[config.mk]
export PLATFORM = sky130hd
export DESIGN_NAME = dmem_arbiter
export DESIGN_NICKNAME = d
export VERILOG_FILES = /design/src/rtl/dmem_pkg.sv /design/src/rtl/dmem_rr_arb2.sv /design/src/rtl/dmem_arbiter.sv
export SDC_FILE = /design/constraint.sdc
export NUM_CORES = 1
export LEC_CHECK = 0
export CORE_MARGIN = 1
export CORE_UTILIZATION = 30
export DETAILED_ROUTE_END_ITERATION = 6
export PLACE_DENSITY = 0.66
export SETUP_SLACK_MARGIN = 0.05
export SLEW_MARGIN = 20
export SYNTH_ARGS = -nofsm -noshare
export SYNTH_HDL_FRONTEND = slang
export SYNTH_HIERARCHICAL = 1
export SYNTH_SLANG_ARGS = --single-unit
[constraint.sdc]
create_clock -name clk_i -period 2.7 [get_ports clk_i]
set_clock_uncertainty 0.05 [all_clocks]
set_input_delay 0.27 -clock clk_i [delete_from_list [all_inputs] [get_ports clk_i]]
set_output_delay 0.27 -clock clk_i [all_outputs]
set_load 0.005 [all_outputs]
[src/rtl/dmem_pkg.sv]
// Shared types and constants for the data-memory arbiter.
package dmem_pkg;

  localparam int ADDR_W_DEF = 5;
  localparam int DATA_W_DEF = 8;
  localparam int RAM_AW_DEF = 4;

  // Address bit that routes an access to the I/O region instead of RAM.
  localparam logic [4:0] IO_BASE = 5'h10;

  typedef enum logic {
    ST_IDLE   = 1'b0,
    ST_ACCESS = 1'b1
  } state_t;

  typedef enum logic {
    PORT_M0 = 1'b0,
    PORT_M1 = 1'b1
  } port_t;

endpackage

[src/rtl/dmem_rr_arb2.sv]
// Two-way round-robin arbiter. On a tie the port that did not win last time
// is chosen; a lone requester always wins. The pointer starts at m1 so m0
// takes the first tie after reset.
module rr_arb2
  import dmem_pkg::*;
(
  input  logic       clk_i,
  input  logic       rst_i,
  input  logic [1:0] req_i,
  output logic       valid_o,
  output port_t      winner_o
);

  port_t r_last_gnt;

  // Pick a winner from the current requests and the last-grant pointer.
  always_comb begin
    // NOTE: every output of a combinational block gets a default first so no
    // path through the block leaves it unassigned and infers a latch.
    valid_o  = |req_i;
    winner_o = PORT_M0;
    if (req_i == 2'b11)
      winner_o = (r_last_gnt == PORT_M1) ? PORT_M0 : PORT_M1;
    else if (req_i[1])
      winner_o = PORT_M1;
  end

  // Remember the most recent winner for the next tie.
  always_ff @(posedge clk_i) begin
    // NOTE: clocked state uses non-blocking assignments so every register
    // samples pre-edge values regardless of block evaluation order.
    if (!rst_i)
      r_last_gnt <= PORT_M1;
    else if (valid_o)
      r_last_gnt <= winner_o;
  end

endmodule

[src/rtl/dmem_arbiter.sv]
// Two-master data-memory arbiter. Each accepted request becomes a single
// ACCESS cycle that drives either the RAM or the I/O region; read data is
// captured at the end of that cycle and returned with a one-cycle rvalid.
module dmem_arbiter
  import dmem_pkg::*;
#(
  parameter int ADDR_W = ADDR_W_DEF,
  parameter int DATA_W = DATA_W_DEF,
  parameter int RAM_AW = RAM_AW_DEF
) (
  input  logic              clk_i,
  input  logic              rst_i,
  input  logic              m0_req_i,
  input  logic              m0_we_i,
  input  logic [ADDR_W-1:0] m0_addr_i,
  input  logic [DATA_W-1:0] m0_wdata_i,
  input  logic              m1_req_i,
  input  logic              m1_we_i,
  input  logic [ADDR_W-1:0] m1_addr_i,
  input  logic [DATA_W-1:0] m1_wdata_i,
  output logic              m0_gnt_o,
  output logic              m0_rvalid_o,
  output logic [DATA_W-1:0] m0_rdata_o,
  output logic              m1_gnt_o,
  output logic              m1_rvalid_o,
  output logic [DATA_W-1:0] m1_rdata_o,
  output logic [RAM_AW-1:0] ram_address_o,
  output logic [DATA_W-1:0] ram_data_o,
  output logic              ram_we_o,
  input  logic [DATA_W-1:0] ram_data_i,
  output logic [3:0]        io_addr_o,
  output logic [DATA_W-1:0] io_wdata_o,
  output logic              io_we_o,
  output logic              io_re_o,
  input  logic [DATA_W-1:0] io_rdata_i
);

  state_t              r_state;
  state_t              w_state_nxt;
  port_t               r_owner;
  logic                r_we;
  logic [ADDR_W-1:0]   r_addr;
  logic [DATA_W-1:0]   r_wdata;
  logic                r_m0_rvalid;
  logic                r_m1_rvalid;
  logic [DATA_W-1:0]   r_m0_rdata;
  logic [DATA_W-1:0]   r_m1_rdata;

  logic                w_access;
  logic                w_active;
  logic                w_is_io;
  logic [1:0]          w_req_eff;
  logic                w_arb_valid;
  port_t               w_winner;
  logic [DATA_W-1:0]   w_rd_data;

  assign w_access = (r_state == ST_ACCESS);
  // Strobes are cut while reset is asserted so an interrupted write never
  // lands at the reset edge.
  assign w_active = w_access & rst_i;
  assign w_is_io  = |(r_addr & ADDR_W'(IO_BASE));
  assign w_rd_data = w_is_io ? io_rdata_i : ram_data_i;

  // The owner's request is still visible during its own grant cycle; it was
  // already consumed, so it must not compete again.
  assign w_req_eff[0] = m0_req_i & ~(w_access & (r_owner == PORT_M0));
  assign w_req_eff[1] = m1_req_i & ~(w_access & (r_owner == PORT_M1));

  rr_arb2 u_arb (
    .clk_i    (clk_i),
    .rst_i    (rst_i),
    .req_i    (w_req_eff),
    .valid_o  (w_arb_valid),
    .winner_o (w_winner)
  );

  // State register.
  always_ff @(posedge clk_i) begin
    if (!rst_i)
      r_state <= ST_IDLE;
    else
      r_state <= w_state_nxt;
  end

  // Next state: any accepted request starts (or continues) an ACCESS cycle.
  always_comb begin
    w_state_nxt = r_state;
    case (r_state)
      ST_IDLE:   if (w_arb_valid) w_state_nxt = ST_ACCESS;
      ST_ACCESS: w_state_nxt = w_arb_valid ? ST_ACCESS : ST_IDLE;
      default:   w_state_nxt = ST_IDLE;
    endcase
  end

  // Latch the winning operation and return read data one cycle after ACCESS.
  always_ff @(posedge clk_i) begin
    if (!rst_i) begin
      r_owner     <= PORT_M0;
      r_we        <= 1'b0;
      r_addr      <= '0;
      r_wdata     <= '0;
      r_m0_rvalid <= 1'b0;
      r_m1_rvalid <= 1'b0;
      r_m0_rdata  <= '0;
      r_m1_rdata  <= '0;
    end else begin
      if (w_arb_valid) begin
        r_owner <= w_winner;
        r_we    <= (w_winner == PORT_M1) ? m1_we_i    : m0_we_i;
        r_addr  <= (w_winner == PORT_M1) ? m1_addr_i  : m0_addr_i;
        r_wdata <= (w_winner == PORT_M1) ? m1_wdata_i : m0_wdata_i;
      end
      r_m0_rvalid <= w_access & ~r_we & (r_owner == PORT_M0);
      r_m1_rvalid <= w_access & ~r_we & (r_owner == PORT_M1);
      if (w_access && !r_we && r_owner == PORT_M0) r_m0_rdata <= w_rd_data;
      if (w_access && !r_we && r_owner == PORT_M1) r_m1_rdata <= w_rd_data;
    end
  end

  // Route the latched operation to exactly one region; the other stays at 0.
  always_comb begin
    ram_address_o = '0;
    ram_data_o    = '0;
    ram_we_o      = 1'b0;
    io_addr_o     = '0;
    io_wdata_o    = '0;
    io_we_o       = 1'b0;
    io_re_o       = 1'b0;
    if (w_active) begin
      if (w_is_io) begin
        io_addr_o  = r_addr[3:0];
        io_wdata_o = r_wdata;
        io_we_o    = r_we;
        io_re_o    = ~r_we;
      end else begin
        ram_address_o = r_addr[RAM_AW-1:0];
        ram_data_o    = r_wdata;
        ram_we_o      = r_we;
      end
    end
  end

  assign m0_gnt_o    = w_access & (r_owner == PORT_M0);
  assign m1_gnt_o    = w_access & (r_owner == PORT_M1);
  assign m0_rvalid_o = r_m0_rvalid;
  assign m1_rvalid_o = r_m1_rvalid;
  assign m0_rdata_o  = r_m0_rdata;
  assign m1_rdata_o  = r_m1_rdata;

endmodule

# Word level (Yosys, flattened, before mapping)
# Index checks and enable logic that the tools add are counted.
# totals
output_inout_bits,47
register_bits,35
elab_cells,50
# op_classes
n_reduce_logical,5
bitwise,12
eq_ne,1
n_mux,22
# ops
cell,n
8-bit 2-to-1 mux,6
4-bit 2-to-1 mux,4
1-bit 2-to-1 mux,11
1-bit bitwise AND,8
5-bit 2-to-1 mux,1
1-bit inverter,4
1-bit logical AND,3
2-bit equality test (second input constant),1
2-bit OR reduction,1
1-bit logical NOT,1

# Longest topological paths before layout
# Gate-level depths: netlist of run 1.
# depth
word_depth,7
depth_mapped,8
ltp_nobuf,6

# Modules after synthesis
# The synthesis of run 1 kept the hierarchy.
# modules_own_cells
module,n_inst,area_each_um2,cells_per_inst
dmem_arbiter,1,1589.0,172
rr_arb2,1,56.3,6

# Least setup slack after synthesis of run 1
# No wires, ideal clock.
# synth_path
path_kind,register to register
from,register r_state
to,register r_addr[0]
setup_slack_ns,1.009
synth_period_minus_slack_ns,1.691
n_path_buf,2
arrival_time_ns,1.508
path_stages_with_launch,9
path_cell_list,dfxtp_1 nor2b_1 nor2b_1 and2_4 nor2b_2 buf_2 buf_4 mux2i_1 a21oi_1
# synth_between
elab_chain_cells,6
# synth_lines
element,line,text
start: declaration,dmem_arbiter.sv:38,state_t r_state;
start signal: assignment,dmem_arbiter.sv:82,r_state <= w_state_nxt;
1-bit bitwise AND,--,
net m0_gnt_o,dmem_arbiter.sv:21,"output logic m0_gnt_o,"
1-bit inverter,dmem_arbiter.sv:66,assign w_req_eff[0] = m0_req_i & ~(w_access & (r_owner == PORT_M0));
1-bit bitwise AND,dmem_arbiter.sv:66,
net w_req_eff[0],dmem_arbiter.sv:52,logic [1:0] w_req_eff;
2-bit equality test,dmem_rr_arb2.sv:22,if (req_i == 2'b11)
1-bit 2-to-1 mux,dmem_rr_arb2.sv:22,
net w_winner,dmem_arbiter.sv:54,port_t w_winner;
5-bit 2-to-1 mux,dmem_arbiter.sv:110,r_addr <= (w_winner == PORT_M1) ? m1_addr_i : m0_addr_i;
end signal: assignment,dmem_arbiter.sv:110,
end: declaration,dmem_arbiter.sv:42,logic [ADDR_W-1:0] r_addr;
# The timed path passes the listed nets, and every way through them passes these cells.
# A chain may end at the register's enable or synchronous reset.

# Worst setup path after layout of run 1
# layout_path
from,input rst_i
to,output io_re_o
# layout_between
elab_chain_cells,2
# layout_lines
element,line,text
start: declaration,dmem_arbiter.sv:12,"input logic rst_i,"
1-bit bitwise AND,dmem_arbiter.sv:60,assign w_active = w_access & rst_i;
1-bit 2-to-1 mux,dmem_arbiter.sv:129,if (w_active) begin
end: declaration,dmem_arbiter.sv:34,"output logic io_re_o,"
# Every way passes these cells.

==> results.md, run 1 <==
* Critical path required time at 2.38 ns
* Max Freq at 448 MHz
* Most frequent cells in the layout: clkdlybuf4s50_1, dfxtp_1, and2_1
* Setup WS pre-CTS at 0.464 ns
* H-tree Lvls at 2
* Skew-Pair Late Insertion Delay at 0.27 ns
* Initial Util at 31.6%
* Hold Fails Final Rpt at 0
* Fin worst setup slack at 0.467 ns
* P per Cell Area at 438 mW/mm²
* Worst hold endpoint: u_arb/r_last_gnt$_SDFFE_PN1P_
* Sequential fraction of the synthesis area at 42.6%
* Global route overflow at 0
* Post-CTS resize count at 0
* # IOs at 95
* Number of fill cells in the layout at 516
* Core area at 0.00520 mm²
* Hold Startpoint: u_arb/r_last_gnt$_SDFFE_PN1P_
* Syn Std Cell Area at 0.00165 mm²
* FF-to-FF setup slack at 0.79 ns
* Vias in the first global route at 1,501
* Synth area leaders: dfxtp_1, mux2i_1, and2_1
* Warnings from Yosys at 6
* Synth area leader: dfxtp_1
* CTS tree: done
* Clock Path Buffers at 2
* WP data arrival at 1.91 ns
* Syn avg cell area at 9.24 µm²
* Chip Height at 76.1 µm
* Syn-to-layout area delta at 64.9%
* Reg-to-Reg End: r_addr[2]$_SDFFE_PN0P_
* Peak supply drop at 0.308 mV
* Post-DP HPWL at 3110 µm
* Number of CTS-inserted buffers at 5
* Largest net degree at the start of global routing at 35
* Post-DRT Antenna Nets at 0
* DRC at 0
* Die area at 0.00578 mm²
* FP Rows at 26
* Number of diodes at 0
* RSZ-0062 raised after global routing: no
* Hold_buf cts at 0
* Final min period at 2.23 ns
* Synth Register Bits at 35
* Worst R2R Path Depth at 6
* All-Layer GR Usage at 15.9%
* First-pass GRT wire length at 7330 µm
* Commonest non-fill, non-tap cell in the layout: clkdlybuf4s50_1
* Total wire length at 4350 µm
* Die width at 76.1 µm
* Via density at 4.53
* WL/cell at 12.8 µm
* Fin nets at 318
* Worst hold path class: register to register
* Worst-path clk slew at 0.06 ns
* CP startpoint: rst_i
* Hold path depth at 2
* Max Slew Vio Count at 0
* Worst slew margin at 58.8%
* Max-cap viol count at 0
* CP max FO at 14
* Share of post-route cells with drive strength above 1 at 5.20%
* First drt pass iteration count at 4
* Final setup vio count at 0
* Setup TNS at 0 ns
* DR iter-0 viols at 38
* DR vias at 1,536
* Final core utilization at 52.1%
* Kind of critical path: primary input to output port
* # Post-CTS Setup Buffers at 0
* Unique cell type count in the Yosys netlist at 23
* Final worst-path cycle share at 82.7%
* Startpoint Class: primary input
* Status: finished, final reports clean
* Post-synthesis net count at 226
* GP Congestion at 0.727
* Worst slew pin tran at 0.617 ns
* Synth Instances at 178
* Root buf cell: clkbuf_8
* Top cell type's share of synthesized area at 42.6%
* Leakage at 0.00111 µW
* FF-to-FF Start: r_owner$_SDFFE_PN0P_
* Initial antenna violation count at 0
* Overall power at 1190 µW
* Clk sinks at 35
* Port-buffer cells at 94
* CP endpoint kind: output port
[routing by layer]
| metal | share of wire [%] | vias up | global-route usage, % |
|---|---|---|---|
| met5 | 0 | - | 0 |
| met4 | 1.1 | 0 | 5.77 |
| met1 | 46 | 686 | 19.1 |
| li1 | - | 802 | - |
| met2 | 48 | 44 | 27.2 |
| met3 | 5.5 | 4 | 4.31 |
[registers in the layout, indices dropped and copies added (netlist names)]
name and count:
r_state 1, m0_rvalid_o 1, r_owner 1, m1_rvalid_o 1
m1_rdata_o 8, r_addr 5, r_wdata 8, u_arb/r_last_gnt 1
r_we 1, m0_rdata_o 8
[report_power, final]
part           internal (µW)  total [µW]  switching [µW]
logic                    164         265             101
registers                558         588            30.5
clock network            172         334             162
[layout make-up]
| type | instances | area (µm²) | area share (%) |
|---|---|---|---|
| repair buffers | 99 | 978 | 36.1 |
| multi-input cells | 127 | 867 | 32.0 |
| well taps | 70 | 87.6 | 3.23 |
| clock buffers | 6 | 72.6 | 2.67 |
| flip-flops and latches | 35 | 701 | 25.8 |
| inverters | 2 | 7.51 | 0.277 |
[worst max-delay path by stage]
stage | endpoint | slack, ns | cells past startpoint
after floorplan | r_addr[0]$_SDFFE_PN0P_ | 1.01 | 8
after global placement | io_re_o | 0.50 | 4
after detailed placement | io_re_o | 0.46 | 4
after CTS | io_re_o | 0.44 | 4
after global routing | io_re_o | 0.38 | 4
final | io_re_o | 0.47 | 4
[cells by family after synthesis]
family / count (synthesis) / synth area share, %
and+or+nand+nor: 51 / 18.7
buffers and inverters: 16 / 4.72
AOI/OAI and AO/OA: 53 / 20.0
DFF: 35 / 42.6
muxes: 23 / 14.0
[metrics by stage]
step | instances | area (µm²) | hold slack (ns)
finish | 339 | 2710 | 0.447
global route | 339 | 2710 | 0.468
CTS | 339 | 2710 | 0.450
detailed placement | 333 | 2640 | 0.435
global placement | 333 | 2640 | 0.428
floorplan | 178 | 1650 | 0.279
[critical path, cell delays in order]
cell             delay [ns]
clkdlybuf4s50_1        0.49
and3_1                 0.43
nor2b_1                0.20
clkdlybuf4s50_1        0.51
[synth_stat cells (all sizes together)]
cell type,number
a21oi,14
and2,29
and3,1
buf,7
clkbuf,7
dfxtp,35
inv,2
mux2i,23
nand2,10
nand4b,1
nor2,2
nor2b,5
nor3,1
nor3b,1
o211a,8
o211ai,8
o21ai,23
or2,1
No activity file was read; power rests on OpenSTA's default activity.
==> run 2: changes to the inputs <==
--- a/config.mk
+++ b/config.mk
@@ -8,7 +8,7 @@
 export CORE_MARGIN = 1
 export CORE_UTILIZATION = 30
 export DETAILED_ROUTE_END_ITERATION = 6
-export PLACE_DENSITY = 0.66
+export PLACE_DENSITY = 0.68
 export SETUP_SLACK_MARGIN = 0.05
 export SLEW_MARGIN = 20
 export SYNTH_ARGS = -nofsm -noshare
==> constraint.sdc (replaced) <==
create_clock -name clk_i -period 1.8 [get_ports clk_i]
set_clock_uncertainty 0.05 [all_clocks]
set_input_delay 0.18 -clock clk_i [delete_from_list [all_inputs] [get_ports clk_i]]
set_output_delay 0.18 -clock clk_i [all_outputs]
set_load 0.005 [all_outputs]
==> results.md, run 2 (synthesis results as in run 1) <==
* Leakage at 0.00136 µW
* Die width at 76.1 µm
* FF+latch area at 707 µm²
* Initial Util at 31.6%
* Clock Path Buffers at 2
* Skew-Pair Late Insertion Delay at 0.29 ns
* Root buf cell: clkbuf_8
* Switching pwr at 513 µW
* Critical-path cell list: nand2_2, nor2_4, buf_6, buf_4, buf_4, and2_1, clkdlybuf4s15_1
* Commonest non-fill, non-tap cell in the layout: clkdlybuf4s50_1
* Clk pwr share at 35.8%
* Hold Slack at 0.443 ns
* Crit-path slowest cell: dfxtp_2
* WP data arrival at 1.50 ns
* Number of fill cells in the layout at 528
* Clk sinks at 35
* CP max stage delay at 0.35 ns
* Initial antenna violation count at 0
* Max Slew Vio Count at 0
* Final worst-path cycle share at 96.3%
* Reg power frac at 42.0%
* Worst hold path class: register to register
* Most frequent cells in the layout: clkdlybuf4s50_1, dfxtp_1, and2_1
* GP Congestion at 0.781
* Net Sw Frac at 24.6%
* Final setup vio count at 0
* First drt pass iteration count at 4
* Max-cap viol count at 0
* Max Freq at 577 MHz
* Chip Height at 76.1 µm
* Overall power at 2090 µW
* Number of CTS-inserted buffers at 5
* CP max FO at 4
* Peak supply drop at 0.383 mV
* Worst R2R Path Depth at 8
* Final min period at 1.73 ns
* Critical path required time at 1.57 ns
* Vias in the first global route at 1,548
* H-tree Lvls at 2
* First-pass GRT wire length at 7760 µm
* Hold path depth at 2
* Post-DP HPWL at 3620 µm
* Worst slew margin at 87.1%
* Core area at 0.00520 mm²
* FP Rows at 26
* CTS tree: done
* Total wire length at 4920 µm
* Kind of critical path: register to output port
* DP Area at 0.00277 mm²
* Multi-input logic area at 890 µm²
* Port-buffer cells at 94
* Worst-path clk slew at 0.07 ns
* DR vias at 1,655
* Die area at 0.00578 mm²
* DRC at 0
* Int Pwr at 1570 µW
* P per Cell Area at 709 mW/mm²
* RSZ-0062 raised after global routing: yes
* Design area at 0.00294 mm²
* Placed insts at 345
* CP endpoint kind: output port
* Post-DRT Antenna Nets at 0
* Startpoint Class: register
* WL/cell at 13.7 µm
* Fin nets at 337
* Via density at 4.60
* Status: finished, final reports clean
* Combinational power share at 22.2%
* Fin cells at 360
* Global route overflow at 0
* Largest net degree at the start of global routing at 31
* All-Layer GR Usage at 17.4%
* Number of diodes at 0
* Hold Fails Final Rpt at 0
* DR iter-0 viols at 77
* Crit path top cell by count: buf_4
* Share of post-route cells with drive strength above 1 at 15.5%
* Worst slew pin tran at 0.188 ns
* # IOs at 95
* Syn-to-layout area delta at 78.9%
-- run 2: per-layer routing --
metal / GRT usage (%) / wire, µm / up-vias
met3: 5.39 / 233 / 5
met5: 0 / 0 / -
met2: 29.4 / 2430 / 40
li1: - / - / 843
met4: 6.92 / 74 / 0
met1: 20.4 / 2190 / 767
-- run 2: through the flow --
stage	util, %	TNS (ns)	setup slack [ns]
final	56.5	0	0.0658
after global routing	56.5	0	0.0101
after CTS	56.2	0	0.0153
after detailed placement	53.2	-4.64	-0.189
after global placement	53.2	-3.95	-0.166
after floorplan	-	0	0.109
-- run 2: timing repair --
action | CTS | global route
gates cloned | 1 | 0
pin swaps | 1 | 1
resized for setup | 42 | 8
hold buffers | 0 | 0
setup buffers | 4 | 2
setup endpoints to repair | 28 | 13
-- run 2: power by group through the flow --
stage | clock network, µW | registers, µW | logic (µW)
after floorplan | 0 | 885 | 195
after global placement | 0 | 890 | 445
after detailed placement | 0 | 890 | 452
after CTS | 759 | 876 | 462
after global routing | 794 | 886 | 504
final | 746 | 877 | 463
-- run 2: worst paths after layout --
check	startpoint	to	slack, ns
worst max-delay path	r_state$_SDFF_PN0_	ram_data_o[1]	0.07
worst min register to register	m1_rdata_o[4]$_SDFFE_PN0P_	m1_rdata_o[4]$_SDFFE_PN0P_	0.44
worst min-delay path	m1_rdata_o[4]$_SDFFE_PN0P_	m1_rdata_o[4]$_SDFFE_PN0P_	0.44
worst max register to register	r_state$_SDFF_PN0_	r_we$_SDFFE_PN0P_	0.13
-- run 2: worst max-delay path: cells and delay by family (launching register included) --
| kind | cells | cell delay, ns |
|---|---|---|
| buffers and inverters | 4 | 0.53 |
| DFF | 1 | 0.35 |
| and+or+nand+nor | 3 | 0.32 |
-- run 2: cell type report --
type / instances / share of cell area [%]
multi-input cells: 127 / 30.2
inverters: 2 / 0.255
flip-flops and latches: 35 / 24.0
repair buffers: 118 / 38.5
well taps: 70 / 2.98
clock inverters: 2 / 1.19
clock buffers: 6 / 2.81
==> run 3: changes to the inputs <==
--- a/config.mk
+++ b/config.mk
@@ -5,10 +5,10 @@
 export SDC_FILE = /design/constraint.sdc
 export NUM_CORES = 1
 export LEC_CHECK = 0
-export CORE_MARGIN = 1
-export CORE_UTILIZATION = 30
+export CORE_MARGIN = 2
+export CORE_UTILIZATION = 34
 export DETAILED_ROUTE_END_ITERATION = 6
-export PLACE_DENSITY = 0.68
+export PLACE_DENSITY = 0.76
 export SETUP_SLACK_MARGIN = 0.05
 export SLEW_MARGIN = 20
 export SYNTH_ARGS = -nofsm -noshare
==> results.md, run 3 (synthesis results as in run 1) <==
* Status: finished, final reports clean
* First-pass GRT wire length at 7120 µm
* Worst hold path class: primary input to register
* CP endpoint kind: register
* Die width at 73.6 µm
* H-tree Lvls at 2
* Max Slew Vio Count at 0
* CP max stage delay at 0.33 ns
* Final setup vio count at 0
* Max-cap viol count at 0
* Final core utilization at 60.6%
* Met3 usage at 3.29%
* GR peak layer: met2
* FF-to-FF setup slack at 0.14 ns
* Total wire length at 4560 µm
* Worst slew margin at 60.1%
* Startpoint Class: register
* Kind of critical path: register to register
* Port-buffer cells at 94
* WL/cell at 13.5 µm
* Largest net degree at the start of global routing at 35
* Critical-path cell list: buf_4, buf_4, nand2_1, and2_1, nor2b_4, buf_12, mux2i_1, a21oi_1
* Critical path required time at 1.93 ns
* Die area at 0.00541 mm²
* Leakage at 0.00134 µW
* Via density at 4.73
* Core area at 0.00469 mm²
* # IOs at 95
* Top delay family on crit path: simple AND/OR/NAND/NOR gates
* Vias in the first global route at 1,469
* Clk sinks at 35
* Share of post-route cells with drive strength above 1 at 13.4%
* Hold Slack at 0.412 ns
* Number of diodes at 0
* Most frequent cells in the layout: clkdlybuf4s50_1, dfxtp_1, and2_1
* DRC at 0
* Number of CTS-inserted buffers at 5
* Post-DRT Antenna Nets at 0
* Setup TNS at 0 ns
* Initial Util at 35.1%
* All-Layer GR Usage at 17.3%
* GP Congestion at 0.718
* Skew-Pair Late Insertion Delay at 0.29 ns
* Commonest non-fill, non-tap cell in the layout: clkdlybuf4s50_1
* Root buf cell: clkbuf_8
* FF+latch area at 703 µm²
* Max Freq at 603 MHz
* DR vias at 1,598
* Syn-to-layout area delta at 72.9%
* Chip Height at 73.6 µm
* Multi-input logic area at 890 µm²
* CTS tree: done
* WP data arrival at 1.78 ns
* Peak supply drop at 0.428 mV
* CP max FO at 10
* Worst slew pin tran at 0.598 ns
* Number of fill cells in the layout at 423
* Crit-path slowest cell: dfxtp_2
* Global route overflow at 0
* Final min period at 1.66 ns
* Fin nets at 332
* Met1 Track Usage GR at 21.6%
* WP buf/inv at 3
* Met2 GRT Util at 28.5%
* Crit path top cell by count: buf_4
* RSZ-0062 raised after global routing: yes
* Initial antenna violation count at 0
* Post-DP HPWL at 3320 µm
* Final worst-path cycle share at 92.2%
* P per Cell Area at 667 mW/mm²
* Worst-path clk slew at 0.07 ns
* Hold Fails Final Rpt at 0
* Clock Path Buffers at 2
* DR iter-0 viols at 64
* FP Rows at 25
* Overall power at 1900 µW
* First drt pass iteration count at 4
-- run 3: cell types whose count changed in the layout (fill, tap and decap cells not counted), sizes merged --
cell and change:
dlygate4sd2 +3, clkdlybuf4s50 -1, buf -5, clkdlybuf4s15 -2, bufinv -1
-- run 3: report_power, final --
group,switching (µW),internal [µW]
combinational,172,278
clock,271,300
sequential,38.4,837
total,482,1410
-- run 3: final timing paths --
| check | start | endpoint | cells past startpoint |
|---|---|---|---|
| max | r_state$_SDFF_PN0_ | r_we$_SDFFE_PN0P_ | 8 |
| min | rst_i | m0_rvalid_o$_SDFF_PN0_ | 4 |
| max reg2reg | r_state$_SDFF_PN0_ | r_we$_SDFFE_PN0P_ | 8 |
| min reg2reg | m1_rdata_o[1]$_SDFFE_PN0P_ | m1_rdata_o[1]$_SDFFE_PN0P_ | 2 |
-- run 3: layout make-up --
class,count,area share (%)
clock buffers,6,2.90
inverters,2,0.264
flip-flops and latches,35,24.7
repair buffers,113,38.3
well taps,54,2.38
multi-input cells,127,31.3
clock inverters,1,0.176
-- run 3: metrics by stage --
stage | std cells | instance area [µm²] | setup WS (ns)
2_1_floorplan | 178 | 1650 | 0.109
3_3_place_gp | 324 | 2710 | -0.0913
3_5_place_dp | 324 | 2710 | -0.122
4_1_cts | 338 | 2840 | 0.0245
5_1_grt | 338 | 2840 | 0.0441
6_report | 338 | 2840 | 0.141
-- run 3: routing by layer --
metal | routed length, µm | part of all wire [%]
met1 | 2000 | 44
met4 | 78 | 1.7
met3 | 205 | 4.5
met5 | 0 | 0
met2 | 2280 | 50
-- run 3: repair_timing --
| action | in CTS | in global routing |
|---|---|---|
| setup endpoints to repair | 28 | 22 |
| hold buffers | 0 | 0 |
| resized for setup | 40 | 8 |
| setup buffers | 6 | 0 |
| pin swaps | 1 | 1 |
| cloned | 1 | 0 |
| endpoints found under the hold margin | 0 | 0 |
-- run 3: worst min-delay path: cells and delay by family --
family	cells	cell delay (ns)
buffers and inverters	2	0.38
AND/OR/NAND/NOR	2	0.15
